## src/rtl/ahb_burst_sequencer_pkg.sv

```systemverilog
// ----------------------------------------------------------------------------
// ahb_burst_sequencer_pkg
// Shared AHB encodings, sequencer state type, burst command bundle and the
// address arithmetic helpers. These are used by the manager-side sequencer
// and by anything else that must predict the beat addresses of a burst.
// Address helpers work on a 64-bit value; callers truncate to their own
// address width, which gives the modulo-2^ADDR_WIDTH behaviour.
// ----------------------------------------------------------------------------
package ahb_burst_sequencer_pkg;

    localparam int KB_BOUNDARY     = 1024;
    localparam int ADDR_CALC_WIDTH = 64;

    typedef enum logic [1:0] {
        HTRANS_IDLE   = 2'b00,
        HTRANS_BUSY   = 2'b01,
        HTRANS_NONSEQ = 2'b10,
        HTRANS_SEQ    = 2'b11
    } ahb_transfer_e;

    typedef enum logic [2:0] {
        BURST_SINGLE = 3'd0,
        BURST_INCR   = 3'd1,
        BURST_WRAP4  = 3'd2,
        BURST_INCR4  = 3'd3,
        BURST_WRAP8  = 3'd4,
        BURST_INCR8  = 3'd5,
        BURST_WRAP16 = 3'd6,
        BURST_INCR16 = 3'd7
    } ahb_burst_e;

    typedef enum logic [2:0] {
        SIZE_BYTE     = 3'd0,
        SIZE_HALFWORD = 3'd1,
        SIZE_WORD     = 3'd2,
        SIZE_DWORD    = 3'd3,
        SIZE_128      = 3'd4,
        SIZE_256      = 3'd5,
        SIZE_512      = 3'd6,
        SIZE_1024     = 3'd7
    } ahb_hsize_e;

    typedef enum logic {
        RESP_OKAY  = 1'b0,
        RESP_ERROR = 1'b1
    } ahb_resp_e;

    // HPROT bits: [0] data/opcode, [1] privileged, [2] bufferable, [3] cacheable
    typedef logic [3:0] ahb_prot_t;

    typedef enum logic [2:0] {
        ST_IDLE = 3'd0,
        ST_NSEQ = 3'd1,
        ST_SEQ  = 3'd2,
        ST_BUSY = 3'd3,
        ST_LAST = 3'd4,
        ST_ERR  = 3'd5
    } ahb_seq_state_e;

    // Control part of a burst command. Address and length are parameter
    // sized, so they are kept in separately sized registers by the user.
    typedef struct packed {
        ahb_burst_e burst;
        ahb_hsize_e size;
        logic       write;
        ahb_prot_t  prot;
    } ahb_burst_cmd_s;

    function automatic bit is_wrap(input ahb_burst_e burst);
        return burst inside {BURST_WRAP4, BURST_WRAP8, BURST_WRAP16};
    endfunction

    function automatic bit is_fixed_incr(input ahb_burst_e burst);
        return burst inside {BURST_INCR4, BURST_INCR8, BURST_INCR16};
    endfunction

    function automatic bit is_incr(input ahb_burst_e burst);
        return !is_wrap(burst);
    endfunction

    // Beat total of a burst; len only matters for undefined-length INCR,
    // where zero counts as a single beat.
    function automatic int burst_beats(input ahb_burst_e burst, input int len);
        case (burst)
            BURST_SINGLE:              return 1;
            BURST_WRAP4,  BURST_INCR4: return 4;
            BURST_WRAP8,  BURST_INCR8: return 8;
            BURST_WRAP16, BURST_INCR16: return 16;
            default:                   return (len < 1) ? 1 : len;
        endcase
    endfunction

    // Bytes covered by a fixed-length burst (the wrap window for WRAPx).
    function automatic logic [ADDR_CALC_WIDTH-1:0] burst_span(input ahb_burst_e burst,
                                                              input ahb_hsize_e size);
        return ADDR_CALC_WIDTH'(burst_beats(burst, 1)) << size;
    endfunction

    function automatic logic [ADDR_CALC_WIDTH-1:0] next_addr(input logic [ADDR_CALC_WIDTH-1:0] addr,
                                                             input ahb_burst_e burst,
                                                             input ahb_hsize_e size);
        logic [ADDR_CALC_WIDTH-1:0] inc;
        logic [ADDR_CALC_WIDTH-1:0] sum;
        logic [ADDR_CALC_WIDTH-1:0] mask;
        inc  = ADDR_CALC_WIDTH'(1) << size;
        sum  = addr + inc;
        mask = burst_span(burst, size) - ADDR_CALC_WIDTH'(1);
        if (is_wrap(burst)) begin
            return (addr & ~mask) | (sum & mask);
        end
        return sum;
    endfunction

endpackage

```

## src/rtl/ahb_burst_addr_gen.sv

```systemverilog
// ----------------------------------------------------------------------------
// ahb_burst_addr_gen
// Purely combinational beat address generator.
//   addr_i       current beat address
//   burst_i      HBURST encoding
//   size_i       HSIZE encoding
//   next_addr_o  address of the following beat (wraps inside the window for
//                WRAPx, modulo 2^ADDR_WIDTH otherwise)
//   wrap_span_o  bytes covered by a fixed-length burst of this type/size
//   kb_cross_o   incrementing burst whose next beat starts a new 1KB page
// ----------------------------------------------------------------------------
module ahb_burst_addr_gen
    import ahb_burst_sequencer_pkg::*;
#(
    parameter int ADDR_WIDTH = 32
) (
    input  logic [ADDR_WIDTH-1:0] addr_i,
    input  logic [2:0]            burst_i,
    input  logic [2:0]            size_i,
    output logic [ADDR_WIDTH-1:0] next_addr_o,
    output logic [ADDR_WIDTH-1:0] wrap_span_o,
    output logic                  kb_cross_o
);

    always_comb begin
        next_addr_o = ADDR_WIDTH'(next_addr(ADDR_CALC_WIDTH'(addr_i),
                                            ahb_burst_e'(burst_i),
                                            ahb_hsize_e'(size_i)));
        wrap_span_o = ADDR_WIDTH'(burst_span(ahb_burst_e'(burst_i), ahb_hsize_e'(size_i)));
        kb_cross_o  = is_incr(ahb_burst_e'(burst_i)) && (next_addr_o[9:0] == 10'd0);
    end

endmodule

```

## src/rtl/ahb_burst_sequencer.sv

```systemverilog
// ----------------------------------------------------------------------------
// ahb_burst_sequencer
// Manager-side AHB address/control phase generator. One burst command is
// accepted per cmdValid/cmdReady handshake; every beat's address phase is
// then driven on HADDR/HTRANS/HBURST/HSIZE/HWRITE/HPROT.
//   HCLK, HRESET      clock, synchronous active-high reset
//   cmd*              burst command (address, burst, size, write, prot, len)
//   cmdValid/Ready    command handshake; cmdReady is high only when idle
//   beatStall         request a BUSY cycle before the next SEQ beat
//   HREADY, HRESP     bus ready and response
//   H*                address/control phase outputs
//   beatCount         address phases accepted in the current burst
//   done, err         one-cycle end-of-burst pulse, err = ERROR or illegal
// ----------------------------------------------------------------------------
module ahb_burst_sequencer
    import ahb_burst_sequencer_pkg::*;
#(
    parameter int ADDR_WIDTH   = 32,
    parameter int DATA_WIDTH   = 32,
    parameter int MAX_INCR_LEN = 256,
    parameter int LEN_WIDTH    = $clog2(MAX_INCR_LEN + 1)
) (
    input  logic                  HCLK,
    input  logic                  HRESET,
    input  logic                  cmdValid,
    output logic                  cmdReady,
    input  logic [ADDR_WIDTH-1:0] cmdAddr,
    input  logic [2:0]            cmdBurst,
    input  logic [2:0]            cmdSize,
    input  logic                  cmdWrite,
    input  logic [3:0]            cmdProt,
    input  logic [LEN_WIDTH-1:0]  cmdLen,
    input  logic                  beatStall,
    input  logic                  HREADY,
    input  logic                  HRESP,
    output logic [ADDR_WIDTH-1:0] HADDR,
    output logic [1:0]            HTRANS,
    output logic [2:0]            HBURST,
    output logic [2:0]            HSIZE,
    output logic                  HWRITE,
    output logic [3:0]            HPROT,
    output logic [LEN_WIDTH-1:0]  beatCount,
    output logic                  done,
    output logic                  err
);

    localparam int MAX_SIZE = $clog2(DATA_WIDTH / 8);

    ahb_seq_state_e        state_q;
    ahb_transfer_e         htrans_q;
    ahb_burst_cmd_s        cmd_q;
    logic [ADDR_WIDTH-1:0] haddr_q;
    logic [LEN_WIDTH-1:0]  beat_count_q;
    logic [LEN_WIDTH-1:0]  beats_total_q;
    logic                  done_q;
    logic                  err_q;
    logic                  cmd_ready_q;

    // The address generator is shared: while idle it looks at the incoming
    // command (for the 1KB legality check), otherwise at the current beat.
    logic [ADDR_WIDTH-1:0] gen_addr;
    logic [2:0]            gen_burst;
    logic [2:0]            gen_size;
    logic [ADDR_WIDTH-1:0] gen_next;
    logic [ADDR_WIDTH-1:0] gen_span;
    logic                  gen_kb_cross;

    always_comb begin
        if (state_q == ST_IDLE) begin
            gen_addr  = cmdAddr;
            gen_burst = cmdBurst;
            gen_size  = cmdSize;
        end else begin
            gen_addr  = haddr_q;
            gen_burst = cmd_q.burst;
            gen_size  = cmd_q.size;
        end
    end

    ahb_burst_addr_gen #(
        .ADDR_WIDTH (ADDR_WIDTH)
    ) u_addr_gen (
        .addr_i      (gen_addr),
        .burst_i     (gen_burst),
        .size_i      (gen_size),
        .next_addr_o (gen_next),
        .wrap_span_o (gen_span),
        .kb_cross_o  (gen_kb_cross)
    );

    // Command legality: size wider than the bus, misaligned start, or a
    // fixed-length INCR burst that would run past a 1KB page.
    logic [ADDR_WIDTH-1:0] size_mask;
    logic                  cmd_illegal;
    int                    incr_len;

    always_comb begin
        size_mask   = (ADDR_WIDTH'(1) << cmdSize) - ADDR_WIDTH'(1);
        cmd_illegal = (cmdSize > 3'(MAX_SIZE))
                   || ((cmdAddr & size_mask) != '0)
                   || (is_fixed_incr(ahb_burst_e'(cmdBurst))
                       && ((ADDR_WIDTH'(cmdAddr[9:0]) + gen_span) > ADDR_WIDTH'(KB_BOUNDARY)));
        incr_len    = (int'(cmdLen) > MAX_INCR_LEN) ? MAX_INCR_LEN : int'(cmdLen);
    end

    // An ERROR response can only belong to us once a beat has been accepted.
    logic                 data_error;
    logic [LEN_WIDTH-1:0] beat_count_inc;
    logic                 final_beat;

    always_comb begin
        data_error     = HRESP && !HREADY && (beat_count_q != '0);
        beat_count_inc = beat_count_q + LEN_WIDTH'(1);
        final_beat     = (beat_count_inc == beats_total_q);
    end

    always_ff @(posedge HCLK) begin
        if (HRESET) begin
            state_q       <= ST_IDLE;
            htrans_q      <= HTRANS_IDLE;
            cmd_q         <= '0;
            haddr_q       <= '0;
            beat_count_q  <= '0;
            beats_total_q <= '0;
            done_q        <= 1'b0;
            err_q         <= 1'b0;
            cmd_ready_q   <= 1'b1;
        end else begin
            done_q <= 1'b0;
            err_q  <= 1'b0;
            case (state_q)
                ST_IDLE: begin
                    if (cmdValid) begin
                        if (cmd_illegal) begin
                            done_q <= 1'b1;
                            err_q  <= 1'b1;
                        end else begin
                            state_q       <= ST_NSEQ;
                            htrans_q      <= HTRANS_NONSEQ;
                            haddr_q       <= cmdAddr;
                            cmd_q.burst   <= ahb_burst_e'(cmdBurst);
                            cmd_q.size    <= ahb_hsize_e'(cmdSize);
                            cmd_q.write   <= cmdWrite;
                            cmd_q.prot    <= cmdProt;
                            beat_count_q  <= '0;
                            beats_total_q <= LEN_WIDTH'(burst_beats(ahb_burst_e'(cmdBurst), incr_len));
                            cmd_ready_q   <= 1'b0;
                        end
                    end
                end
                ST_NSEQ, ST_SEQ: begin
                    if (data_error) begin
                        state_q  <= ST_ERR;
                        htrans_q <= HTRANS_IDLE;
                    end else if (HREADY) begin
                        beat_count_q <= beat_count_inc;
                        if (final_beat) begin
                            state_q  <= ST_LAST;
                            htrans_q <= HTRANS_IDLE;
                        end else begin
                            haddr_q <= gen_next;
                            // A beat opening a new 1KB page restarts as NONSEQ,
                            // and BUSY may not precede a NONSEQ.
                            if (gen_kb_cross) begin
                                state_q  <= ST_NSEQ;
                                htrans_q <= HTRANS_NONSEQ;
                            end else if (beatStall) begin
                                state_q  <= ST_BUSY;
                                htrans_q <= HTRANS_BUSY;
                            end else begin
                                state_q  <= ST_SEQ;
                                htrans_q <= HTRANS_SEQ;
                            end
                        end
                    end
                end
                ST_BUSY: begin
                    if (data_error) begin
                        state_q  <= ST_ERR;
                        htrans_q <= HTRANS_IDLE;
                    end else if (HREADY && !beatStall) begin
                        state_q  <= ST_SEQ;
                        htrans_q <= HTRANS_SEQ;
                    end
                end
                ST_LAST: begin
                    if (data_error) begin
                        state_q <= ST_ERR;
                    end else if (HREADY) begin
                        state_q     <= ST_IDLE;
                        done_q      <= 1'b1;
                        cmd_ready_q <= 1'b1;
                    end
                end
                ST_ERR: begin
                    if (HREADY) begin
                        state_q     <= ST_IDLE;
                        done_q      <= 1'b1;
                        err_q       <= 1'b1;
                        cmd_ready_q <= 1'b1;
                    end
                end
                default: begin
                    state_q     <= ST_IDLE;
                    htrans_q    <= HTRANS_IDLE;
                    cmd_ready_q <= 1'b1;
                end
            endcase
        end
    end

    assign cmdReady  = cmd_ready_q;
    assign HADDR     = haddr_q;
    assign HTRANS    = htrans_q;
    assign HBURST    = cmd_q.burst;
    assign HSIZE     = cmd_q.size;
    assign HWRITE    = cmd_q.write;
    assign HPROT     = cmd_q.prot;
    assign beatCount = beat_count_q;
    assign done      = done_q;
    assign err       = err_q;

endmodule

```

## config.mk

```make
export PLATFORM = sky130hd
export DESIGN_NAME = ahb_burst_sequencer
export DESIGN_NICKNAME = d
export VERILOG_FILES = /design/src/rtl/ahb_burst_sequencer_pkg.sv /design/src/rtl/ahb_burst_addr_gen.sv /design/src/rtl/ahb_burst_sequencer.sv
export SDC_FILE = /design/constraint.sdc
export NUM_CORES = 1
export LEC_CHECK = 0
export CAP_MARGIN = 20
export CORE_MARGIN = 2
export CORE_UTILIZATION = 50
export CTS_CLUSTER_DIAMETER = 200
export DETAILED_ROUTE_END_ITERATION = 8
export PLACE_DENSITY_LB_ADDON = 0.08
export SYNTH_ARGS = -nofsm -noshare
export SYNTH_HDL_FRONTEND = slang
export SYNTH_SLANG_ARGS = --single-unit
```

## constraint.sdc

```tcl
create_clock -name HCLK -period 9.8 [get_ports HCLK]
set_input_delay 0.98 -clock HCLK [delete_from_list [all_inputs] [get_ports HCLK]]
set_output_delay 0.98 -clock HCLK [all_outputs]
set_load 0.01 [all_outputs]
```

==> metrics.md <==
| Metric | Value |
|---|---|
| Post-synth top area share | `0.207` |
| Min Clock Period, post-route | `6.31 ns` |
| I/O pin count | `115` |
| Critical path arrival | `6.58 ns` |
| Via count | `7,456` |
| Final cycle utilization of the critical path | `0.644` |
| Synth warnings | `0` |
| Vias in the first global route | `6,625` |
| Placed cell area | `0.00780 mm²` |
| Postcts setup bufs | `0` |
| CP Class | `in -> reg` |
| Synth area leader | `dfxtp_1` |
| Delay of the slowest critical-path stage | `0.99 ns` |
| Synth Area in Adders | `0.0526` |
| HPWL Detailed | `15,500 µm` |
| H-Tree Depth | `3` |
| Clock slew at reported path FFs | `0.06 ns` |
| Max-cap violations | `0` |
| Area occupied by multi-input gates | `0.00490 mm²` |
| Synthesized area | `0.00668 mm²` |
| Primary FF master, synth | `dfxtp_1` |
| Post-synth EDFFs | `0` |
| Chip height | `120 µm` |
| Post-cts resize count | `0` |
| Area grow syn2layout | `21.8%` |
| CTS Hold Bufs | `0` |
| Synth area leaders | `dfxtp_1 21%, a21oi_1 7.3%, nand2_1 6.7%, ha_1 4.5%, o21ai_0 4.0%` |
| Req. time, crit path | `10.07 ns` |
| Post-Synth XOR/XNOR Area | `0.0461` |
| Routed vias/inst | `6.32` |
| DRC Markers | `0` |
| Status | `finished, final reports clean` |
| Crit-path leading delay family | `simple AND/OR/NAND/NOR gates` |
| Routed wire per std cell | `18.6 µm` |
| DR iter-0 viols | `754` |
| GRT Total Usage | `0.303` |
| Post-synthesis mux area share | `0.0485` |
| Main combinational cell family by area after synthesis | `compound AO/OA/AOI/OAI gates` |
| Sequential fraction of the synthesis area | `0.207` |
| Cell count after synthesis | `932` |
| Root buf cell | `clkbuf_16` |
| CP cell instances | `clkdlybuf4s50_1 -> nor4bb_1 -> mux2_4 -> a211o_1 -> nand2_1 -> o21ai_0 -> ha_1 -> a2111oi_0 -> o221ai_1 -> or3_1 -> nor4_2 -> o211ai_4 -> buf_12 -> and2_1 -> or4_1 -> a21oi_1` |
| CTS Buffer Depth | `2` |
| CTS buffer count | `9` |
| Max Slew Vio Count | `0` |
| Critical Path End Type | `flip-flop` |
| Worst Hold Class | `reg -> reg` |
| Chip Width | `120 µm` |
| Synth Net Count | `1,016` |
| Yosys cell types | `91` |
| CTS tree | `yes` |
| Sequential Area | `0.00138 mm²` |
| Aggregate negative setup slack | `0 ns` |
| Compound-gate portion of the synthesized area | `0.302` |
| Fill cells | `1,267` |
| Fin. Hold Viols | `0` |
| WP buf/inv | `2` |
| Core ar. | `0.0131 mm²` |
| # diodes | `0` |
| Port Buffers | `114` |
| Final nets | `1,082` |
| Min Hold Slack | `0.461 ns` |
| RSZ-0062 raised after global routing | `false` |
| Pwr dens | `163 mW/mm²` |
| Final ANT Viol Nets | `0` |
| Clk sinks | `69` |
| Worst path slowest cell | `clkdlybuf4s50_1` |
| Die area | `0.0143 mm²` |
| Post-route cell area | `0.00814 mm²` |
| Gr ovfl total | `0` |
| First-pass GRT wire length | `35,100 µm` |
| Asr flop ratio synth | `0` |
| Clk_skew | `0.00424 ns` |
| Largest net degree at the start of global routing | `59` |
| Post-layout util | `0.619` |
| Worst-Margin Slew | `1.05 ns` |
| Final Wtd Congestion | `0.982` |
| Worst skew pair latency | `0.35 ns` |
| Initial antenna violation count | `0` |
| Crit path max fanout | `37` |
| Final WL | `21,900 µm` |
| Fmax | `159 MHz` |
| Final Setup Violations | `0` |
| Post-Synth Simple-Gate Area | `0.282` |
| Initial Util | `0.508` |
| 1st-pass router iterations | `5` |
| CP Launch Type | `input port` |
| #FFs+latches synth | `69` |
| Lkg Pwr | `3.04 nW` |
| Worst vdd ir | `0.127 mV` |
| Rel. slew slack | `0.301` |
| Rows | `42` |
| Avg Cell Area, Syn | `7.17 µm²` |
| Fraction of layout cells with a size suffix above 1 | `0.0608` |
[routing by layer]
metal  global-route usage  routed length, µm  vias to the layer above  part of all wire
li1                     -                  -                     3610                 -
met1                0.432              10000                     3460              0.46
met2                0.469               9730                      357              0.44
met3               0.0561               1810                       29             0.082
met4               0.0809                364                        0             0.017
met5                    0                  0                        -                 0
[synth_stat cells (5+ instances only)]
| master | n |
|---|---|
| a211oi_1 | 14 |
| a21boi_0 | 6 |
| a21o_1 | 10 |
| a21oi_1 | 98 |
| a221oi_1 | 5 |
| a31o_2 | 5 |
| a31oi_1 | 13 |
| and2_1 | 9 |
| and3_1 | 9 |
| buf_1 | 6 |
| buf_2 | 14 |
| clkbuf_1 | 43 |
| dfxtp_1 | 69 |
| ha_1 | 24 |
| inv_1 | 27 |
| mux2i_1 | 25 |
| nand2_1 | 120 |
| nand3_1 | 47 |
| nand4_1 | 14 |
| nor2_1 | 71 |
| nor2b_1 | 7 |
| nor3_1 | 26 |
| nor3b_1 | 10 |
| nor4_1 | 5 |
| nor4bb_1 | 5 |
| o2111ai_1 | 5 |
| o211ai_1 | 14 |
| o21a_1 | 6 |
| o21ai_0 | 54 |
| o21ai_1 | 9 |
| o21bai_1 | 5 |
| o31ai_1 | 5 |
| o32ai_1 | 7 |
| or3_1 | 12 |
| or4_1 | 5 |
| xnor2_1 | 18 |
| xor2_1 | 12 |
[path summary, 6_finish.rpt]
kind                                       start                to  slack, ns  cells after the start
worst max register to register        state_q[1]          HADDR[4]       3.61                     19
worst min-delay path            beats_total_q[3]  beats_total_q[3]       0.46                      2
worst min register to register  beats_total_q[3]  beats_total_q[3]       0.46                      2
worst max-delay path                  cmdSize[1]          HADDR[4]       3.49                     16
[where the power goes]
part / switching [mW] / leakage [nW] / internal (mW)
Combinational: 0.394 / 2.34 / 0.245
Sequential: 0.0358 / 0.558 / 0.306
Clock: 0.142 / 0.143 / 0.201
[tightest hold or removal path, cell delays in order (launching register included)]
cell	delay, ns
dfxtp_1	0.31
nand2_1	0.05
a21oi_1	0.05
[sequential cells by signal (all words and copies together) (netlist names)]
name,cells
HADDR,32
HBURST,3
HPROT,4
HSIZE,3
HTRANS,2
HWRITE,1
beatCount,9
beats_total_q,9
cmdReady,1
done,1
err,1
state_q,3
[cells by family after synthesis]
| kind of cell | count (synthesis) |
|---|---|
| buffers and inverters | 97 |
| adders and majority gates | 27 |
| xor gates and xnor gates | 32 |
| and+or+nand+nor | 370 |
| DFF | 69 |
| AOI/OAI and AO/OA | 306 |
| muxes | 31 |
[cell usage in the layout (no fill, tap or decap), drive strengths merged, types with 5 or more instances in the layout]
cell,count
a221oi,5
a31o,6
o31ai,5
nor3,28
mux2i,26
a21boi,7
o211ai,15
nand4,14
nor3b,10
a21oi,98
nor4,8
a211oi,14
clkdlybuf4s50,113
nand3,47
a31oi,14
mux2,5
or3,12
dfxtp,69
o2111ai,5
a311oi,6
nor4bb,5
o21a,7
and3,9
clkbuf,9
a21o,10
o32ai,7
nor2,71
o21bai,5
xor2,12
xnor2,18
o21ai,63
and2,9
nand2,120
buf,10
ha,24
inv,32
or4,6
nor2b,7
[layout make-up]
cell class	count	area share
clock buffer	9	0.0277
tap	176	0.0271
sequential	69	0.170
multi-input combinational	766	0.602
clock inverter	7	0.00984
inverter	29	0.0134
timing repair buffer	123	0.150
[through the flow]
| stage | power, mW | cells | setup WS, ns |
|---|---|---|---|
| global route | 1.39 | 1179 | 3.11 |
| finish | 1.32 | 1179 | 3.49 |
| global placement | 0.969 | 1161 | 2.94 |
| floorplan | 0.779 | 932 | 4.77 |
| CTS | 1.31 | 1177 | 3.25 |
| detailed placement | 0.968 | 1161 | 2.89 |
(Power assumes the default switching activity.)
